===== src/rtl/icache_refill_responder_pkg.sv =====
// Shared types and geometry helpers for the I-cache refill responder.
// The state enum and the block/beat geometry are derived here from
// CACHE_WIDTH, MEM_WIDTH and SIZE_PC, so the top and assembler agree on them.
package icache_refill_responder_pkg;

    localparam int unsigned DEF_SIZE_PC     = 32;
    localparam int unsigned DEF_CACHE_WIDTH = 256;
    localparam int unsigned DEF_MEM_WIDTH   = 64;
    localparam int unsigned DEF_CNT_WIDTH   = 16;

    typedef enum logic [2:0] {
        ST_IDLE,
        ST_REQ,
        ST_WAIT,
        ST_FILL,
        ST_HOLD
    } refill_state_e;

    // Bytes per I-cache block (BLOCK_BYTES).
    function automatic int unsigned block_bytes(input int unsigned cache_width);
        return cache_width / 8;
    endfunction

    // Memory beats per block (BEATS); must be a power of two, at least 2.
    function automatic int unsigned beats(input int unsigned cache_width,
                                          input int unsigned mem_width);
        return cache_width / mem_width;
    endfunction

    // Bytes per memory beat (BEAT_BYTES).
    function automatic int unsigned beat_bytes(input int unsigned mem_width);
        return mem_width / 8;
    endfunction

    // Mask of the byte-offset-within-block address bits.
    function automatic logic [63:0] block_off_mask(input int unsigned cache_width);
        return 64'(block_bytes(cache_width) - 1);
    endfunction

endpackage


===== src/rtl/icache_refill_responder_assembler.sv =====
// refill_block_assembler: collects memory beats into a cache block.
// Ports:
//   clk, reset      - clock, synchronous active-high reset (clears everything)
//   beat_wr_i       - write beat_data_i into slot beat_idx_i (beat 0 = LSBs)
//   commit_i        - publish the block (including this cycle's beat) to block_o
//   beat_idx_i      - beat slot index
//   beat_data_i     - beat payload
//   block_o         - last committed block; holds between commits
module refill_block_assembler #(
    parameter int unsigned CACHE_WIDTH = 256,
    parameter int unsigned MEM_WIDTH   = 64,
    parameter int unsigned BEATS       = 4,
    parameter int unsigned BEAT_W      = 2
) (
    input  logic                   clk,
    input  logic                   reset,
    input  logic                   beat_wr_i,
    input  logic                   commit_i,
    input  logic [BEAT_W-1:0]      beat_idx_i,
    input  logic [MEM_WIDTH-1:0]   beat_data_i,
    output logic [CACHE_WIDTH-1:0] block_o
);

    logic [BEATS-1:0][MEM_WIDTH-1:0] work_q, work_d;
    logic [CACHE_WIDTH-1:0]          block_q;

    // Insert the incoming beat into its slot.
    always_comb begin
        work_d = work_q;
        if (beat_wr_i) begin
            work_d[beat_idx_i] = beat_data_i;
        end
    end

    // Working buffer is private so the published block only changes on commit.
    always_ff @(posedge clk) begin
        if (reset) begin
            work_q  <= '0;
            block_q <= '0;
        end else begin
            work_q <= work_d;
            if (commit_i) begin
                block_q <= work_d;
            end
        end
    end

    assign block_o = block_q;

endmodule


===== src/rtl/icache_refill_responder.sv =====
// icache_refill_responder: services an L1 I-cache miss by reading the aligned
// block from backing memory in MEM_WIDTH beats and writing it back to the
// I-cache in one cycle.
// Ports:
//   clk, reset                  - clock, synchronous active-high reset
//   miss_i, missAddr_i          - miss level and byte address (sampled in IDLE only)
//   wrEnable_o/wrAddr_o/instBlock_o - one-cycle block write to the I-cache
//   memReq_o/memAddr_o/memGnt_i - beat read request handshake
//   memRdValid_i/memRdData_i    - beat read return (accepted in WAIT only)
//   busy_o                      - not in IDLE
//   fillCount_o                 - completed fills, saturating
module icache_refill_responder
    import icache_refill_responder_pkg::*;
#(
    parameter int unsigned SIZE_PC     = DEF_SIZE_PC,
    parameter int unsigned CACHE_WIDTH = DEF_CACHE_WIDTH,
    parameter int unsigned MEM_WIDTH   = DEF_MEM_WIDTH,
    parameter int unsigned CNT_WIDTH   = DEF_CNT_WIDTH
) (
    input  logic                   clk,
    input  logic                   reset,
    input  logic                   miss_i,
    input  logic [SIZE_PC-1:0]     missAddr_i,
    output logic                   wrEnable_o,
    output logic [SIZE_PC-1:0]     wrAddr_o,
    output logic [CACHE_WIDTH-1:0] instBlock_o,
    output logic                   memReq_o,
    output logic [SIZE_PC-1:0]     memAddr_o,
    input  logic                   memGnt_i,
    input  logic                   memRdValid_i,
    input  logic [MEM_WIDTH-1:0]   memRdData_i,
    output logic                   busy_o,
    output logic [CNT_WIDTH-1:0]   fillCount_o
);

    localparam int unsigned BEATS      = beats(CACHE_WIDTH, MEM_WIDTH);
    localparam int unsigned BEAT_W     = $clog2(BEATS);
    localparam int unsigned BEAT_SHIFT = $clog2(beat_bytes(MEM_WIDTH));
    localparam logic [SIZE_PC-1:0] OFF_MASK  = SIZE_PC'(block_off_mask(CACHE_WIDTH));
    localparam logic [BEAT_W-1:0]  LAST_BEAT = BEAT_W'(BEATS - 1);

    refill_state_e        state_q, state_d;
    logic [BEAT_W-1:0]    beat_q, beat_d;
    logic [SIZE_PC-1:0]   blk_addr_q, blk_addr_d;
    logic                 mem_req_q, mem_req_d;
    logic [SIZE_PC-1:0]   mem_addr_q, mem_addr_d;
    logic                 wr_en_q, wr_en_d;
    logic [SIZE_PC-1:0]   wr_addr_q, wr_addr_d;
    logic                 busy_q, busy_d;
    logic [CNT_WIDTH-1:0] fill_cnt_q, fill_cnt_d;
    logic                 beat_wr;
    logic                 commit;

    // Next-state and registered-output decode; outputs reflect the state being entered.
    always_comb begin
        state_d    = state_q;
        beat_d     = beat_q;
        blk_addr_d = blk_addr_q;
        mem_req_d  = 1'b0;
        mem_addr_d = mem_addr_q;
        wr_en_d    = 1'b0;
        wr_addr_d  = wr_addr_q;
        fill_cnt_d = fill_cnt_q;
        beat_wr    = 1'b0;
        commit     = 1'b0;

        unique case (state_q)
            ST_IDLE: begin
                if (miss_i) begin
                    blk_addr_d = missAddr_i & ~OFF_MASK;
                    beat_d     = '0;
                    state_d    = ST_REQ;
                end
            end
            ST_REQ: begin
                // Valid data in the grant cycle is deliberately not captured.
                if (memGnt_i) begin
                    state_d = ST_WAIT;
                end
            end
            ST_WAIT: begin
                if (memRdValid_i) begin
                    beat_wr = 1'b1;
                    if (beat_q == LAST_BEAT) begin
                        commit    = 1'b1;
                        wr_en_d   = 1'b1;
                        wr_addr_d = blk_addr_q;
                        state_d   = ST_FILL;
                    end else begin
                        beat_d  = beat_q + BEAT_W'(1);
                        state_d = ST_REQ;
                    end
                end
            end
            ST_FILL: begin
                if (fill_cnt_q != '1) begin
                    fill_cnt_d = fill_cnt_q + CNT_WIDTH'(1);
                end
                state_d = ST_HOLD;
            end
            ST_HOLD: begin
                // Swallows the stale miss while L1 re-looks up the new block.
                state_d = ST_IDLE;
            end
            default: begin
                state_d = ST_IDLE;
            end
        endcase

        // Request and address are set on REQ entry and held unchanged through REQ.
        if (state_d == ST_REQ) begin
            mem_req_d  = 1'b1;
            mem_addr_d = blk_addr_d + (SIZE_PC'(beat_d) << BEAT_SHIFT);
        end
        busy_d = (state_d != ST_IDLE);
    end

    // State and output registers.
    always_ff @(posedge clk) begin
        if (reset) begin
            state_q    <= ST_IDLE;
            beat_q     <= '0;
            blk_addr_q <= '0;
            mem_req_q  <= 1'b0;
            mem_addr_q <= '0;
            wr_en_q    <= 1'b0;
            wr_addr_q  <= '0;
            busy_q     <= 1'b0;
            fill_cnt_q <= '0;
        end else begin
            state_q    <= state_d;
            beat_q     <= beat_d;
            blk_addr_q <= blk_addr_d;
            mem_req_q  <= mem_req_d;
            mem_addr_q <= mem_addr_d;
            wr_en_q    <= wr_en_d;
            wr_addr_q  <= wr_addr_d;
            busy_q     <= busy_d;
            fill_cnt_q <= fill_cnt_d;
        end
    end

    refill_block_assembler #(
        .CACHE_WIDTH (CACHE_WIDTH),
        .MEM_WIDTH   (MEM_WIDTH),
        .BEATS       (BEATS),
        .BEAT_W      (BEAT_W)
    ) u_assembler (
        .clk         (clk),
        .reset       (reset),
        .beat_wr_i   (beat_wr),
        .commit_i    (commit),
        .beat_idx_i  (beat_q),
        .beat_data_i (memRdData_i),
        .block_o     (instBlock_o)
    );

    assign wrEnable_o  = wr_en_q;
    assign wrAddr_o    = wr_addr_q;
    assign memReq_o    = mem_req_q;
    assign memAddr_o   = mem_addr_q;
    assign busy_o      = busy_q;
    assign fillCount_o = fill_cnt_q;

endmodule


===== config.mk =====
export PLATFORM = sky130hd
export DESIGN_NAME = icache_refill_responder
export DESIGN_NICKNAME = d
export VERILOG_FILES = /design/src/rtl/icache_refill_responder_pkg.sv /design/src/rtl/icache_refill_responder_assembler.sv /design/src/rtl/icache_refill_responder.sv
export SDC_FILE = /design/constraint.sdc
export NUM_CORES = 1
export LEC_CHECK = 0
export CORE_UTILIZATION = 45
export DETAILED_ROUTE_END_ITERATION = 6
export GPL_TIMING_DRIVEN = 0
export PLACE_DENSITY = 0.85
export SYNTH_ARGS = -nofsm -noshare
export SYNTH_HDL_FRONTEND = slang
export SYNTH_SLANG_ARGS = --single-unit

===== constraint.sdc =====
create_clock -name clk -period 4.4 [get_ports clk]
set_input_delay 0.88 -clock clk [delete_from_list [all_inputs] [get_ports clk]]
set_output_delay 0.88 -clock clk [all_outputs]
set_load 0.01 [all_outputs]

==> reports/qor.json <==
{
  "outcome": {"value": "completed"},
  "clock_insertion_delay_worst_skew": {"value": 630, "unit": "ps"},
  "dieArea": {"value": 46600, "unit": "sq um"},
  "maximum_cell_stage_delay_along_the_critical_path": {"value": 540, "unit": "ps"},
  "syn-cell-area": {"value": 20600, "unit": "sq um"},
  "syn-num-nets": {"value": 2396},
  "detailedRoute.firstPassIterationCount": {"value": 5},
  "postCtsSetupRepairBufs": {"value": 0},
  "regToRegSetupSlack": {"value": 280, "unit": "ps"},
  "cts_max_level": {"value": 2},
  "share_comb_of_total_power": {"value": 5.6, "unit": "%"},
  "die_x": {"value": 216, "unit": "um"},
  "grt_pass1_wl": {"value": 113000, "unit": "um"},
  "worst_path_dominant_cell_family": {"value": "simple AND/OR/NAND/NOR gates"},
  "finalWeightedCongestion": {"value": 0.936},
  "detailroute.wirelength.met3": {"value": 6040, "unit": "um"},
  "internal_power": {"value": 8540, "unit": "uW"},
  "antenna_found_initial": {"value": 1},
  "slew_headroom": {"value": 14.9, "unit": "%"},
  "met2RoutedLength": {"value": 35500, "unit": "um"},
  "num_io_pins": {"value": 440},
  "placed_cells_incl_taps": {"value": 3325},
  "length_of_routed_wiring_on_met1": {"value": 30700, "unit": "um"},
  "ys.flop_type": {"value": "dfxtp_1"},
  "maxUsedRoutingLayer": {"value": "met4"},
  "postCtsHoldBufs": {"value": 0},
  "pin_count_of_the_biggest_net_entering_global_routing": {"value": 20},
  "start_util": {"value": 45.5, "unit": "%"},
  "wl_per_cell": {"value": 21.9, "unit": "um"},
  "gr-total-overflow": {"value": 0},
  "detailroute.via_count": {"value": 19220},
  "final_layout_size_suffix_gt1_share": {"value": 4.80, "unit": "%"},
  "synth.avg_cell_area": {"value": 8.99, "unit": "sq um"},
  "worstPathRequired": {"value": 4910, "unit": "ps"},
  "clock-skew-final": {"value": 18.7, "unit": "ps"},
  "synthArstFlopShare": {"value": 0, "unit": "%"},
  "irDropWorstVdd": {"value": 0.303, "unit": "mV"},
  "synth_warnings": {"value": 0},
  "setup-violations-final": {"value": 0},
  "worstPathMaxFanout": {"value": 10},
  "period_needed": {"value": 4250, "unit": "ps"},
  "final_net_count": {"value": 2888},
  "drcViolationCount": {"value": 0},
  "worst_hold_path_type": {"value": "reg2reg"},
  "place_hpwl": {"value": 55500, "unit": "um"},
  "timing.critical_path.buf_inv": {"value": 3},
  "areaGrowthSynthToFinish": {"value": 34.8, "unit": "%"},
  "route.antenna.remaining_nets": {"value": 0},
  "layout.filler_cells": {"value": 3686},
  "max_slew.worst_pin.slew": {"value": 1280, "unit": "ps"},
  "number_of_cts_inserted_buffers": {"value": 57},
  "cpMaxStageDelayCell": {"value": "or4_1"},
  "postSynthRegisterBits": {"value": 568},
  "global_route.usage.total": {"value": 31.4, "unit": "%"},
  "timing.setup.critical_path_class": {"value": "in2reg"},
  "height_of_the_die": {"value": 216, "unit": "um"},
  "cp.arrival": {"value": 4760, "unit": "ps"},
  "rsz0062_at_grt": {"value": "false"},
  "initialDrtViolationCount": {"value": 1422},
  "placeableCoreArea": {"value": 45300, "unit": "sq um"},
  "clock_power_share": {"value": 47.2, "unit": "%"},
  "cp_cell_sequence": {"value": "clkdlybuf4s50_1, nand4_1, nor2_1, buf_2, nor3_2, ha_1, inv_1, fa_1, nand4b_1, or4_1, a22oi_1, nand2_1, a311o_1"},
  "post-route-period-util": {"value": 96.6, "unit": "%"},
  "maxCapViolations": {"value": 0},
  "std_cell_rows": {"value": 78},
  "post_drt_via_cell_ratio": {"value": 5.60},
  "p_sw": {"value": 2610, "unit": "uW"},
  "root_buffer": {"value": "clkbuf_16"},
  "hold_fails_final_rpt": {"value": 0},
  "slew_viol_final": {"value": 0},
  "io_buffers": {"value": 434},
  "seq_power_share": {"value": 47.1, "unit": "%"},
  "switching_share": {"value": 23.4, "unit": "%"},
  "worst_setup_path_end_kind": {"value": "register"},
  "post_cts_resize_count": {"value": 3},
  "power.static_leakage": {"value": 0.00975, "unit": "uW"},
  "path_clk_slew": {"value": 60, "unit": "ps"},
  "startpoint_type_of_the_worst_setup_path": {"value": "input port"},
  "yosysSeqAreaShare": {"value": 55.2, "unit": "%"},
  "syn-instance-count": {"value": 2291},
  "synth_edf_count": {"value": 0},
  "drt-total-wl": {"value": 75300, "unit": "um"},
  "clock_sinks": {"value": 568},
  "max_freq": {"value": 235, "unit": "MHz"},
  "via_count_of_the_first_global_routing_pass": {"value": 18918},
  "clk_path_buf_depth": {"value": 3},
  "layout.core_utilization": {"value": 61.3, "unit": "%"},
  "synth_cell_types": {"value": 56},
  "hold_slack": {"value": 454, "unit": "ps"},
  "finalNonFillerCells": {"value": 3433},
  "power.density": {"value": 402, "unit": "nW/um^2"},
  "cts_tree": {"value": "yes"}
}
[area by class of cell]
cell class	count	area [sq um]	share of cell area [%]
well taps	600	751	2.70
clock buffers	80	1650	5.95
diodes	1	2.50	0.00901
inverters	10	37.5	0.135
repair buffers	434	4340	15.6
multi-input cells	1536	8520	30.7
clock inverters	28	410	1.48
plain buffers	176	689	2.48
flip-flops and latches	568	11400	40.9
[routing by layer]
metal,up-vias,global-route usage (%)
li1,8833,-
met1,9384,38.9
met2,833,52.5
met3,170,7.22
met4,0,13.4
met5,-,0
[flip-flops by register name, summed over array words and instances, names as in the netlist]
register             cells
beat_q                   2
blk_addr_q              32
busy_o                   1
fillCount_o             16
memAddr_o               32
memReq_o                 1
state_q                  3
u_assembler.block_o    256
u_assembler.work_q     192
wrAddr_o                32
wrEnable_o               1
[power groups by stage]
stage / clock [uW] / combinational, uW / sequential [uW]
5_1_grt: 5520 / 660 / 5260
3_3_place_gp: 0 / 608 / 5370
6_report: 5270 / 630 / 5260
4_1_cts: 5300 / 618 / 5250
3_5_place_dp: 0 / 615 / 5370
2_1_floorplan: 0 / 268 / 5360
[worst min-delay path, delay by kind of cell (launching register included)]
kind               cells  cell delay [ps]
DFF                    1              300
and+or+nand+nor        1               50
AOI/OAI and AO/OA      1               50
[through the flow]
step	setup slack, ps	area, sq um	power (uW)	TNS [ps]
floorplan	219	20600	5620	0
global placement	-1020	25700	5980	-32700
detailed placement	-1080	25700	5980	-18240
CTS	26.7	27800	11200	0
global route	24.4	27800	11400	0
finish	148	27800	11200	0
[path summary, 6_finish.rpt]
kind,from,to,cells past startpoint
max,memRdValid_i,memAddr_o[27],13
min,u_assembler.block_o[126],u_assembler.block_o[126],2
max reg2reg,state_q[0],memAddr_o[27],13
min reg2reg,u_assembler.block_o[126],u_assembler.block_o[126],2
[logic make-up (layout without fill, tap and decap cells)]
family	Yosys count	count (layout)	synth area share (%)
other cells	0	1	0
mux	182	182	8.89
compound gates	411	411	12.5
xor+xnor	19	19	0.808
fa+ha+maj	4	4	0.279
simple gates	920	920	18.8
flops	568	568	55.2
buf+inv	187	728	3.52
[synth_stat cells, types with 4 or more instances]
library cell | count | area [sq um]
or3_1 | 6 | 37.5
mux2i_1 | 174 | 1740
nor2_1 | 348 | 1310
nor4b_1 | 4 | 35.0
and2_1 | 6 | 37.5
nand3_1 | 33 | 165
xnor2_1 | 15 | 131
and4_1 | 9 | 78.8
o21ai_0 | 11 | 55.1
dfxtp_1 | 568 | 11400
mux2_2 | 8 | 90.1
o211ai_1 | 5 | 37.5
nor3_1 | 14 | 70.1
and3_1 | 6 | 37.5
a211oi_1 | 148 | 1110
buf_2 | 12 | 60.1
or4b_1 | 4 | 40.0
nor4_1 | 12 | 75.1
a21oi_1 | 211 | 1060
or4_1 | 9 | 67.6
inv_1 | 10 | 37.5
xor2_1 | 4 | 35.0
clkbuf_1 | 162 | 608
o311ai_0 | 4 | 35.0
nand2_1 | 424 | 1590
a31oi_1 | 4 | 25.0
nand4_1 | 26 | 163
[cells in the final DEF (no fill, tap or decap), types with 5 or more instances in the layout]
cell type        netlist  layout
mux2i_1              174     174
clkbuf_16              0      57
or3_1                  6       6
and3_1                 6       6
o21ai_0               11      11
clkbuf_8               0      14
inv_1                 10      10
bufinv_16              0       8
xnor2_1               15      15
nand4_1               26      26
nand3_1               33      33
mux2_2                 8       8
nand2_1              424     424
buf_2                 12      13
clkdlybuf4s50_1        0     434
or4_1                  9       9
a21oi_1              211     210
nor3_1                14      13
nor2_1               348     347
dfxtp_1              568     568
and4_1                 9       9
clkbuf_1             162     167
clkinv_2               0      11
o211ai_1               5       5
a211oi_1             148     148
and2_1                 6       6
nor4_1                12      12
Note: power is estimated with default switching activity, not from simulation.
